**src/rtl/wb_arb_pkg.sv**
```systemverilog
// wb_arb_pkg
//   Shared definitions for the two-master Wishbone arbiter (wb_arbiter2) and
//   its optional stall watchdog (wb_arb_watchdog).
//   Contents:
//     arb_state_e     FSM state encoding (IDLE / GNT0 / GNT1)
//     ARB_ADDR_WIDTH  default Wishbone byte-address width (SRAM space)
//     ARB_DATA_WIDTH  default Wishbone data width
//     GNT_IDX_W       width of a grant index (two masters -> 1 bit)
//     WDOG_CNT_W      width of the stall watchdog counter
package wb_arb_pkg;

  typedef enum logic [1:0] {
    IDLE = 2'd0,
    GNT0 = 2'd1,
    GNT1 = 2'd2
  } arb_state_e;

  localparam int ARB_ADDR_WIDTH = 23;
  localparam int ARB_DATA_WIDTH = 8;
  localparam int GNT_IDX_W      = 1;
  localparam int WDOG_CNT_W     = 8;

endpackage

```
**src/rtl/wb_arb_watchdog.sv**
```systemverilog
// wb_arb_watchdog
//   Stall timer for the arbiter. Counts cycles in which the granted master has
//   a strobe outstanding and the slave gives no termination. When the count
//   reaches TIMEOUT_CYCLES, timeout is high for one cycle and the count clears.
//   Ports:
//     clk_i    in   clock
//     rst_n    in   synchronous active-low reset (clears the count)
//     stall    in   strobe outstanding with no ack/err/rty this cycle
//     term     in   any slave termination this cycle (clears the count)
//     clear    in   no grant held or grant changing (clears the count)
//     timeout  out  count has reached TIMEOUT_CYCLES (registered, one cycle)
module wb_arb_watchdog
  import wb_arb_pkg::*;
#(
  parameter int TIMEOUT_CYCLES = 255
) (
  input  logic clk_i,
  input  logic rst_n,
  input  logic stall,
  input  logic term,
  input  logic clear,
  output logic timeout
);

  logic [WDOG_CNT_W-1:0] count_reg;
  logic [WDOG_CNT_W-1:0] count_next;

  // Decoded from the register only, so the forced strobe/err it drives in
  // the top level cannot loop back into the stall input combinationally.
  assign timeout = (count_reg == WDOG_CNT_W'(TIMEOUT_CYCLES));

  always_comb begin
    count_next = count_reg;
    if (term || clear || timeout) begin
      count_next = '0;
    end else if (stall) begin
      count_next = count_reg + 1'b1;
    end
  end

  always_ff @(posedge clk_i) begin
    if (!rst_n) begin
      count_reg <= '0;
    end else begin
      count_reg <= count_next;
    end
  end

endmodule

```
**src/rtl/wb_arbiter2.sv**
```systemverilog
// wb_arbiter2
//   Two-master, one-slave Wishbone (classic) arbiter in front of the SPI SRAM
//   controller. m0 = UART-to-Wishbone bridge, m1 = Levenshtein engine.
//   Round-robin grant, locked for the whole cyc burst; the winner's bus is
//   muxed onto the slave side and the slave terminations go back to it only.
//   Optional feature macro: WB_ARB_TIMEOUT_EN -- builds wb_arb_watchdog, which
//   forces a one-cycle err to the owner after TIMEOUT_CYCLES stalled cycles.
//   Ports:
//     clk_i, rst_n                     clock, synchronous active-low reset
//     mN_cyc_i/stb_i/we_i/adr_i/dat_i  master N request (N = 0, 1)
//     mN_ack_o/err_o/rty_o             master N terminations (owner only)
//     mN_dat_o                         slave read data, broadcast
//     s_cyc_o/stb_o/we_o/adr_o/dat_o   request to the slave
//     s_ack_i/err_i/rty_i/dat_i        slave response
module wb_arbiter2
  import wb_arb_pkg::*;
#(
  parameter int ADDR_WIDTH     = ARB_ADDR_WIDTH,
  parameter int DATA_WIDTH     = ARB_DATA_WIDTH,
  parameter int TIMEOUT_CYCLES = 255
) (
  input  logic                  clk_i,
  input  logic                  rst_n,
  input  logic                  m0_cyc_i,
  input  logic                  m0_stb_i,
  input  logic                  m0_we_i,
  input  logic [ADDR_WIDTH-1:0] m0_adr_i,
  input  logic [DATA_WIDTH-1:0] m0_dat_i,
  output logic                  m0_ack_o,
  output logic                  m0_err_o,
  output logic                  m0_rty_o,
  output logic [DATA_WIDTH-1:0] m0_dat_o,
  input  logic                  m1_cyc_i,
  input  logic                  m1_stb_i,
  input  logic                  m1_we_i,
  input  logic [ADDR_WIDTH-1:0] m1_adr_i,
  input  logic [DATA_WIDTH-1:0] m1_dat_i,
  output logic                  m1_ack_o,
  output logic                  m1_err_o,
  output logic                  m1_rty_o,
  output logic [DATA_WIDTH-1:0] m1_dat_o,
  output logic                  s_cyc_o,
  output logic                  s_stb_o,
  output logic                  s_we_o,
  output logic [ADDR_WIDTH-1:0] s_adr_o,
  output logic [DATA_WIDTH-1:0] s_dat_o,
  input  logic                  s_ack_i,
  input  logic                  s_err_i,
  input  logic                  s_rty_i,
  input  logic [DATA_WIDTH-1:0] s_dat_i
);

  arb_state_e           state_reg;
  arb_state_e           state_next;
  logic [GNT_IDX_W-1:0] last_grant_reg;
  logic [GNT_IDX_W-1:0] last_grant_next;
  logic                 stb_raw;
  logic                 timeout;

  // ---------------------------------------------------------------------------
  // Grant FSM. A release always passes through IDLE, which gives the dead
  // cycle between owners and lets the round-robin decision see both requests.
  // ---------------------------------------------------------------------------
  always_comb begin
    state_next      = state_reg;
    last_grant_next = last_grant_reg;
    case (state_reg)
      IDLE: begin
        if (m0_cyc_i && m1_cyc_i) begin
          // Tie: the master that did not win last time gets the bus.
          if (last_grant_reg == GNT_IDX_W'(1)) begin
            state_next      = GNT0;
            last_grant_next = GNT_IDX_W'(0);
          end else begin
            state_next      = GNT1;
            last_grant_next = GNT_IDX_W'(1);
          end
        end else if (m0_cyc_i) begin
          state_next      = GNT0;
          last_grant_next = GNT_IDX_W'(0);
        end else if (m1_cyc_i) begin
          state_next      = GNT1;
          last_grant_next = GNT_IDX_W'(1);
        end
      end
      GNT0: begin
        if (!m0_cyc_i) begin
          state_next = IDLE;
        end
      end
      GNT1: begin
        if (!m1_cyc_i) begin
          state_next = IDLE;
        end
      end
      default: begin
        state_next = IDLE;
      end
    endcase
  end

  always_ff @(posedge clk_i) begin
    if (!rst_n) begin
      state_reg      <= IDLE;
      last_grant_reg <= GNT_IDX_W'(1);
    end else begin
      state_reg      <= state_next;
      last_grant_reg <= last_grant_next;
    end
  end

  // ---------------------------------------------------------------------------
  // Bus muxes, combinational from the registered grant. s_cyc_o follows the
  // owner's cyc directly so an abort reaches the slave in the same cycle.
  // ---------------------------------------------------------------------------
  always_comb begin
    s_cyc_o  = 1'b0;
    stb_raw  = 1'b0;
    s_we_o   = 1'b0;
    s_adr_o  = '0;
    s_dat_o  = '0;
    m0_ack_o = 1'b0;
    m0_err_o = 1'b0;
    m0_rty_o = 1'b0;
    m1_ack_o = 1'b0;
    m1_err_o = 1'b0;
    m1_rty_o = 1'b0;
    case (state_reg)
      GNT0: begin
        s_cyc_o  = m0_cyc_i;
        stb_raw  = m0_stb_i;
        s_we_o   = m0_we_i;
        s_adr_o  = m0_adr_i;
        s_dat_o  = m0_dat_i;
        m0_ack_o = s_ack_i;
        m0_err_o = s_err_i | timeout;
        m0_rty_o = s_rty_i;
      end
      GNT1: begin
        s_cyc_o  = m1_cyc_i;
        stb_raw  = m1_stb_i;
        s_we_o   = m1_we_i;
        s_adr_o  = m1_adr_i;
        s_dat_o  = m1_dat_i;
        m1_ack_o = s_ack_i;
        m1_err_o = s_err_i | timeout;
        m1_rty_o = s_rty_i;
      end
      default: begin
      end
    endcase
    // On a watchdog timeout the strobe is withdrawn so the slave does not
    // complete an access the master has already been told failed.
    s_stb_o = stb_raw & ~timeout;
  end

  assign m0_dat_o = s_dat_i;
  assign m1_dat_o = s_dat_i;

`ifdef WB_ARB_TIMEOUT_EN
  logic stall;
  logic term;
  logic wdog_clear;

  assign term       = s_ack_i | s_err_i | s_rty_i;
  assign stall      = s_cyc_o & stb_raw & ~term;
  assign wdog_clear = (state_next != state_reg) || (state_reg == IDLE);

  wb_arb_watchdog #(
    .TIMEOUT_CYCLES(TIMEOUT_CYCLES)
  ) u_watchdog (
    .clk_i  (clk_i),
    .rst_n  (rst_n),
    .stall  (stall),
    .term   (term),
    .clear  (wdog_clear),
    .timeout(timeout)
  );
`else
  // No watchdog: a stalled slave holds the owner until it answers.
  logic [7:0] unused_timeout_cfg;
  assign unused_timeout_cfg = 8'(TIMEOUT_CYCLES);
  assign timeout            = 1'b0;
`endif

endmodule

```
**config.mk**
```make
export PLATFORM = sky130hd
export DESIGN_NAME = wb_arbiter2
export DESIGN_NICKNAME = d
export VERILOG_FILES = /design/src/rtl/wb_arb_pkg.sv /design/src/rtl/wb_arb_watchdog.sv /design/src/rtl/wb_arbiter2.sv
export SDC_FILE = /design/constraint.sdc
export NUM_CORES = 1
export LEC_CHECK = 0
export CAP_MARGIN = 20
export CORE_ASPECT_RATIO = 1.4
export CORE_MARGIN = 10
export CORE_UTILIZATION = 25
export CTS_BUF_LIST = sky130_fd_sc_hd__clkbuf_2
export CTS_CLUSTER_DIAMETER = 50
export CTS_CLUSTER_SIZE = 30
export DETAILED_ROUTE_END_ITERATION = 6
export PLACE_DENSITY = 0.95
export SYNTH_ARGS = -nofsm -noshare
export SYNTH_HDL_FRONTEND = slang
export SYNTH_SLANG_ARGS = --single-unit
```
**constraint.sdc**
```tcl
create_clock -name clk_i -period 2.6 [get_ports clk_i]
set_input_delay 0.52 -clock clk_i [delete_from_list [all_inputs] [get_ports clk_i]]
set_output_delay 0.52 -clock clk_i [all_outputs]
set_load 0.1 [all_outputs]
```
Word-level counts from Yosys, hierarchy flattened
Cells that the tools add are included.
{"block": "totals", "register_bits": 3, "inputBits": 81, "output_inout_bits": 56, "elab_cells": 34}
{"block": "op_classes", "eq_ne": 5, "muxes": 22, "reduce_logical": 5}
{"operator": "23-bit case mux with 2 select lines", "count": 1}
{"operator": "8-bit case mux with 2 select lines", "count": 1}
{"operator": "2-bit 2-to-1 mux", "count": 6}
{"operator": "1-bit 2-to-1 mux", "count": 10}
{"operator": "1-bit case mux with 2 select lines", "count": 3}
{"operator": "2-bit case mux with 3 select lines", "count": 1}
{"operator": "2-bit != test (second input constant)", "count": 2}
{"operator": "4-bit != test (second input constant)", "count": 1}
{"operator": "3-bit AND reduction", "count": 1}
{"operator": "3-bit nonzero test", "count": 1}
{"operator": "2-bit by 1-bit == test with 1-bit output (second input constant)", "count": 1}
{"operator": "2-bit == test (second input constant)", "count": 1}
{"operator": "2-bit zero test", "count": 1}
{"operator": "2-bit AND reduction", "count": 1}
{"operator": "1-bit logical AND", "count": 1}

Longest topological paths before layout
Gate-level depths: netlist (run 1).
{"block": "logic_depth", "ltp_word": 4, "depth_mapped": 6, "ltp_nobuf": 5}

Worst setup path after synthesis (run 1)
OpenSTA, ideal clock, no wires.
{"block": "synth_path", "kind": "reg2out", "from": "reg state_reg[0]", "to": "out s_adr_o[20]", "arrival_time_ns": 2.431, "required_time_ns": 2.080, "setup_slack_ns": -0.351, "stages_incl_launch_ff": 7, "path_buffers": 2, "cell_sequence": "dfxtp_1 > inv_1 > ha_1 > buf_2 > buf_1 > a22oi_1 > nor2b_1"}
{"block": "synth_between", "elab_chain_cells": 2, "word_cells_on_any_way": 3, "cone_classes": "2 x eq/ne; 1 x mux"}
{"item": "start, declared", "line_no": "wb_arbiter2.sv:53", "source": "arb_state_e state_reg;"}
{"item": "start signal, assigned", "line_no": "wb_arbiter2.sv:107", "source": "state_reg <= state_next;"}
{"item": "2-bit == test or 2-bit by 1-bit == test with 1-bit output (tied branches)", "line_no": "wb_arbiter2.sv:128", "source": "case (state_reg)"}
{"item": "23-bit case mux with 2 select lines (*)", "line_no": "wb_arbiter2.sv:128"}
{"item": "end, declared", "line_no": "wb_arbiter2.sv:45", "source": "output logic [ADDR_WIDTH-1:0] s_adr_o,"}
Mark *: on every way between the ends. The rest lies on a longest branch, timed or not.

Worst setup path after layout (run 1)
{"block": "layout_path", "from": "reg state_reg[1]", "to": "out s_cyc_o"}
{"block": "layout_between", "elab_chain_cells": 2, "word_cells_on_any_way": 3, "cone_classes": "2 x eq/ne; 1 x mux"}
{"item": "2-bit == test or 2-bit by 1-bit == test with 1-bit output (tied branches)", "line_no": "wb_arbiter2.sv:128"}
{"item": "1-bit case mux with 2 select lines (*)", "line_no": "wb_arbiter2.sv:128"}
{"item": "end, declared", "line_no": "wb_arbiter2.sv:42", "source": "output logic s_cyc_o,"}
Marks and branches as above.

==> impl_metrics.env, run 1 <==
export IMPL_syn_to_final_growth_pct=179
export IMPL_final_layout_size_suffix_gt1_frac=0.372
export IMPL_rsz0062_at_grt="no"
export IMPL_grt_pass1_wl_mm=7.17
export IMPL_drv_cap=0
export IMPL_die_x_um=69.5
export IMPL_crit_family="buffers and inverters"
export IMPL_fin_cells=255
export IMPL_ctsResizeCount=0
export IMPL_cts_setup_buffers=0
export IMPL_cts_path_max_buffers=2
export IMPL_syn_nets=207
export IMPL_place_port_buffers=112
export IMPL_vias=1262
export IMPL_grt_start_max_net_pins=38
export IMPL_switching_share=0.517
export IMPL_cellLeakagePower_nw=0.839
export IMPL_postRouteAntennaNets=0
export IMPL_clkLatencyLatePin_ns=0.22
export IMPL_ctsHtreeMaxLevel=1
export IMPL_slew_viol_final=0
export IMPL_setup_tns_ns=0
export IMPL_status="completed"
export IMPL_firstDrtPassIters=4
export IMPL_coreArea_um2=3350
export IMPL_power_share_sequential=0.062
export IMPL_grtUsageTotal=0.143
export IMPL_place_congestion=0.717
export IMPL_dpl_hpwl_mm=4.18
export IMPL_synth_cell_types=20
export IMPL_n_antenna_cell=0
export IMPL_slew_headroom=0.746
export IMPL_cts_root_buf="clkbuf_2"
export IMPL_synth_area_um2=858
export IMPL_final_min_clock_period_ns=2.27
export IMPL_cts_tree="yes"
export IMPL_slowest_stage="buf_4"
export IMPL_powerDensity_nw_per_um2=374
export IMPL_clock_power_share=0.078
export IMPL_hp_class="reg -> reg"
export IMPL_cts_sinks=3
export IMPL_start_kind="flop"
export IMPL_cts_made_buffers=3
export IMPL_dp_cells=251
export IMPL_grt_pass1_vias=1356
export IMPL_clock_fmax_ghz=0.441
export IMPL_finalHoldViolations=0
export IMPL_finalWirelength_mm=4.89
export IMPL_critPathBufInv=3
export IMPL_setup_viol_count_final=0
export IMPL_start_util=0.256
export IMPL_criticalPathCategory="reg -> out"
export IMPL_drt_iter0_drc=57
export IMPL_dieArea_um2=6210
export IMPL_combPwrFrac=0.860
export IMPL_largest_register_ffs=2
export IMPL_vias_per_cell=4.95
export IMPL_skew_ns=0.00401
export IMPL_rows=25
export IMPL_cp_cell_sequence="inv_1 -> ha_1 -> buf_4 -> a22o_1 -> and2_1 -> buf_12"
export IMPL_ios=137
export IMPL_end_kind="output pin"
export IMPL_synthCells=123
export IMPL_path_clk_slew_ns=0.05
export IMPL_fin_hold_ws_ns=0.491
export IMPL_ys_seq_elements=3
export IMPL_worstMarginPinSlew_ns=0.382
export IMPL_path_max_fanout=37
export IMPL_fillers=248
export IMPL_ir_worst_vdd_v=0.000213
export IMPL_p_sw_mw=0.464
export IMPL_ys_seq_area_frac=0.0700
export IMPL_required_ns=2.08
export IMPL_synth_area_per_cell_um2=6.98
export IMPL_drc_errors=0
export IMPL_grt_ovfl_total=0
export IMPL_finalNetCount=300
export IMPL_internal_power_mw=0.434
export IMPL_max_stage_delay_ns=0.34
export IMPL_routedWlPerCell_um=19.2
export IMPL_ys_warn_count=0
export IMPL_fp_dieH_um=89.3
export IMPL_cts_hold_buffers=0
export IMPL_worstPathArrival_ns=1.75
export IMPL_antenna_found_initial=0
export IMPL_finalCritPeriodShare=0.872
-- cell usage after synthesis --
cell type / n / share of area
nor2b_1: 34 / 0.25
a22oi_1: 33 / 0.29
buf_4: 16 / 0.14
and2_1: 7 / 0.051
clkbuf_1: 7 / 0.031
dfxtp_1: 3 / 0.070
ha_1: 3 / 0.044
inv_1: 3 / 0.013
a21oi_1: 2 / 0.012
buf_1: 2 / 0.0087
nand2_1: 2 / 0.0087
o21ai_0: 2 / 0.012
o22ai_1: 2 / 0.015
a22o_1: 1 / 0.010
and3_1: 1 / 0.0073
buf_2: 1 / 0.0058
buf_6: 1 / 0.013
nand3b_1: 1 / 0.0087
nor2_1: 1 / 0.0044
or3b_1: 1 / 0.010
-- metal layers --
| layer | vias up | wire length (µm) | global-route usage |
|---|---|---|---|
| met5 | - | 0 | 0 |
| li1 | 602 | - | - |
| met2 | 82 | 2530 | 0.267 |
| met4 | 0 | 132 | 0.0716 |
| met1 | 561 | 1690 | 0.133 |
| met3 | 17 | 531 | 0.0578 |
-- power by group through the flow --
stage          sequential, mW  clock [mW]  combinational (mW)
4_1_cts                0.0558      0.0714               0.778
3_3_place_gp           0.0561           0               0.767
5_1_grt                0.0565      0.0713               0.805
6_report               0.0558      0.0698               0.772
2_1_floorplan          0.0558           0               0.568
3_5_place_dp           0.0569           0               0.777
-- worst reg2reg max path: stages (launching register included) --
cell and delay (ns):
dfxtp_1 0.35, inv_1 0.07, ha_1 0.18, buf_4 0.25, a22o_1 0.28, or3b_1 0.38
o22ai_1 0.11
-- cell usage in the layout, fill, tap and decap left out, drive strengths merged --
cell type and count:
clkdlybuf4s50 72, buf 43, nor2b 34, a22oi 33, and2 7, clkbuf 4, inv 3, ha 3
dfxtp 3, a21oi 2, nand2 2, o21ai 2, o22ai 2, a22o 1, nor2 1, or3b 1
and3 1, nand3b 1
-- area by class of cell --
| type | instances | area, µm² | area share |
|---|---|---|---|
| multi-input cells | 90 | 699 | 0.292 |
| flip-flops and latches | 3 | 60.1 | 0.0251 |
| clock buffers | 4 | 20.0 | 0.00835 |
| inverters | 3 | 11.3 | 0.00470 |
| well taps | 40 | 50.0 | 0.0209 |
| repair buffers | 115 | 1560 | 0.649 |
-- kinds of logic after synthesis --
| kind of cell | count (synthesis) | share of synthesized area |
|---|---|---|
| AOI/OAI and AO/OA | 40 | 0.337 |
| buffers and inverters | 30 | 0.211 |
| adders and majority gates | 3 | 0.0437 |
| and+or+nand+nor | 47 | 0.338 |
| DFF | 3 | 0.0700 |
-- metrics by stage --
step | total power, mW | setup WS (ns) | instance area [µm²] | utilization
5_1_grt | 0.933 | 0.258 | 2400 | 0.716
3_3_place_gp | 0.823 | 0.472 | 2380 | 0.710
2_1_floorplan | 0.624 | 0.165 | 941 | -
3_5_place_dp | 0.834 | 0.426 | 2380 | 0.710
4_1_cts | 0.906 | 0.309 | 2400 | 0.716
6_report | 0.897 | 0.332 | 2400 | 0.716
-- worst paths after layout --
kind	depth (start not counted)	slack, ns	to	from
worst max register to register	6	0.91	state_reg[1]	state_reg[1]
worst max-delay path	6	0.33	s_cyc_o	state_reg[1]
worst min register to register	2	0.49	state_reg[0]	state_reg[0]
worst min-delay path	2	0.49	state_reg[0]	state_reg[0]
No activity file was read; power rests on OpenSTA's default activity.
==> run 2, diff against run 1 <==
CAP_MARGIN = 0   (was 20)
==> results of run 2 <==
Final layout, timing and power as in run 1 (identical DEF).
==> run 3, diff against run 2 <==
CORE_MARGIN = 2   (was 10)
SETUP_SLACK_MARGIN = 0.15   (was default)
==> impl_metrics.env, run 3 (synthesis results as in run 1) <==
export IMPL_place_port_buffers=112
export IMPL_multi_input_area_um2=699
export IMPL_start_util=0.256
export IMPL_slew_viol_final=0
export IMPL_status="completed"
export IMPL_final_layout_size_suffix_gt1_frac=0.378
export IMPL_ios=137
export IMPL_die_x_um=53.5
export IMPL_skew_ns=0.00258
export IMPL_cts_path_max_buffers=2
export IMPL_postRouteAntennaNets=0
export IMPL_ctsHtreeMaxLevel=1
export IMPL_cts_made_buffers=3
export IMPL_cts_hold_buffers=0
export IMPL_max_stage_delay_ns=0.48
export IMPL_grtUsageTotal=0.205
export IMPL_slew_headroom=0.786
export IMPL_place_congestion=0.732
export IMPL_fin_hold_ws_ns=0.493
export IMPL_crit_top_cell="buf_12"
export IMPL_dp_cells=253
export IMPL_dpl_worst_slack_ns=0.450
export IMPL_required_ns=2.08
export IMPL_start_kind="flop"
export IMPL_grt_pass1_wl_mm=5.91
export IMPL_layout_common_cells="clkdlybuf4s50_1, buf_12, a22oi_1, nor2b_2, and2_1"
export IMPL_p_sw_mw=0.457
export IMPL_clock_power_share=0.071
export IMPL_worstMarginPinSlew_ns=0.320
export IMPL_cts_sinks=3
export IMPL_seqCellArea_um2=60.1
export IMPL_grt_ovfl_total=0
export IMPL_ctsResizeCount=0
export IMPL_firstDrtPassIters=4
export IMPL_fillers=216
export IMPL_antenna_found_initial=0
export IMPL_rows=25
export IMPL_rsz0062_at_grt="no"
export IMPL_hp_class="reg -> reg"
export IMPL_combPwrFrac=0.867
export IMPL_criticalPathCategory="reg -> out"
export IMPL_vias=1289
export IMPL_cts_root_buf="clkbuf_2"
export IMPL_largest_register_ffs=2
export IMPL_path_max_fanout=24
export IMPL_coreArea_um2=3350
export IMPL_drc_errors=0
export IMPL_critPathBufInv=3
export IMPL_grt_start_max_net_pins=26
export IMPL_dpl_hpwl_mm=3.47
export IMPL_fp_dieH_um=73.3
export IMPL_cellLeakagePower_nw=0.849
export IMPL_setup_viol_count_final=0
export IMPL_clkLatencyLatePin_ns=0.20
export IMPL_n_antenna_cell=0
export IMPL_cts_setup_buffers=0
export IMPL_dieArea_um2=3920
export IMPL_setup_tns_ns=0
export IMPL_internal_power_mw=0.439
export IMPL_grt_pass1_vias=1297
export IMPL_ir_worst_vdd_v=0.000238
export IMPL_path_clk_slew_ns=0.04
export IMPL_clock_fmax_ghz=0.439
export IMPL_fin_cells=257
export IMPL_power_share_sequential=0.063
export IMPL_finalWirelength_mm=4.12
export IMPL_routedWlPerCell_um=16.0
export IMPL_finalHoldViolations=0
export IMPL_final_common_cell="clkdlybuf4s50_1"
export IMPL_syn_to_final_growth_pct=181
export IMPL_fin_ws_ns=0.320
export IMPL_cts_tree="yes"
export IMPL_drt_iter0_drc=27
export IMPL_slowest_stage="ha_1"
export IMPL_end_kind="output pin"
export IMPL_finalCritPeriodShare=0.877
export IMPL_powerDensity_nw_per_um2=372
export IMPL_switching_share=0.510
export IMPL_worstPathArrival_ns=1.76
export IMPL_cp_cell_sequence="inv_1 -> ha_1 -> buf_12 -> nor2b_2 -> buf_12"
export IMPL_final_min_clock_period_ns=2.28
export IMPL_finalNetCount=302
export IMPL_vias_per_cell=5.02
export IMPL_crit_family="adder cells"
export IMPL_drv_cap=0
run 3: area by class of cell:
cell class	instances	area share
clock buffers	4	0.00830
repair buffers	117	0.651
multi-input cells	90	0.290
well taps	40	0.0207
inverters	3	0.00467
flip-flops and latches	3	0.0249
run 3: final timing paths:
| check | startpoint | slack [ns] | depth (start not counted) | end |
|---|---|---|---|---|
| hold reg to reg | state_reg[1] | 0.49 | 2 | state_reg[1] |
| setup / recovery | state_reg[0] | 0.32 | 5 | s_adr_o[16] |
| hold / removal | state_reg[1] | 0.49 | 2 | state_reg[1] |
| setup reg to reg | state_reg[1] | 1.01 | 6 | state_reg[0] |
run 3: power groups by stage:
| stage | Combinational, mW | Sequential (mW) | Clock, mW |
|---|---|---|---|
| floorplan | 0.568 | 0.0558 | 0 |
| global placement | 0.768 | 0.0562 | 0 |
| detailed placement | 0.781 | 0.0568 | 0 |
| CTS | 0.782 | 0.0560 | 0.0682 |
| global route | 0.811 | 0.0565 | 0.0692 |
| finish | 0.777 | 0.0561 | 0.0635 |
run 3: per-layer routing:
metal	vias to the layer above	wire, µm	track usage
met2	86	2290	0.385
met4	0	191	0.117
met3	18	431	0.0630
met5	-	0	0
li1	611	-	-
met1	574	1210	0.182
run 3: metrics by stage:
| step | instance area [µm²] | utilization | power, mW |
|---|---|---|---|
| 2_1_floorplan | 941 | - | 0.624 |
| 3_3_place_gp | 2390 | 0.715 | 0.825 |
| 3_5_place_dp | 2390 | 0.715 | 0.838 |
| 4_1_cts | 2410 | 0.721 | 0.907 |
| 5_1_grt | 2410 | 0.721 | 0.936 |
| 6_report | 2410 | 0.721 | 0.896 |
run 3: worst min-delay path, delay by kind of cell (launching register included):
kind / cells / cell delay (ns)
flip-flops: 1 / 0.32
AO/OA/AOI/OAI: 1 / 0.06
AND/OR/NAND/NOR: 1 / 0.06
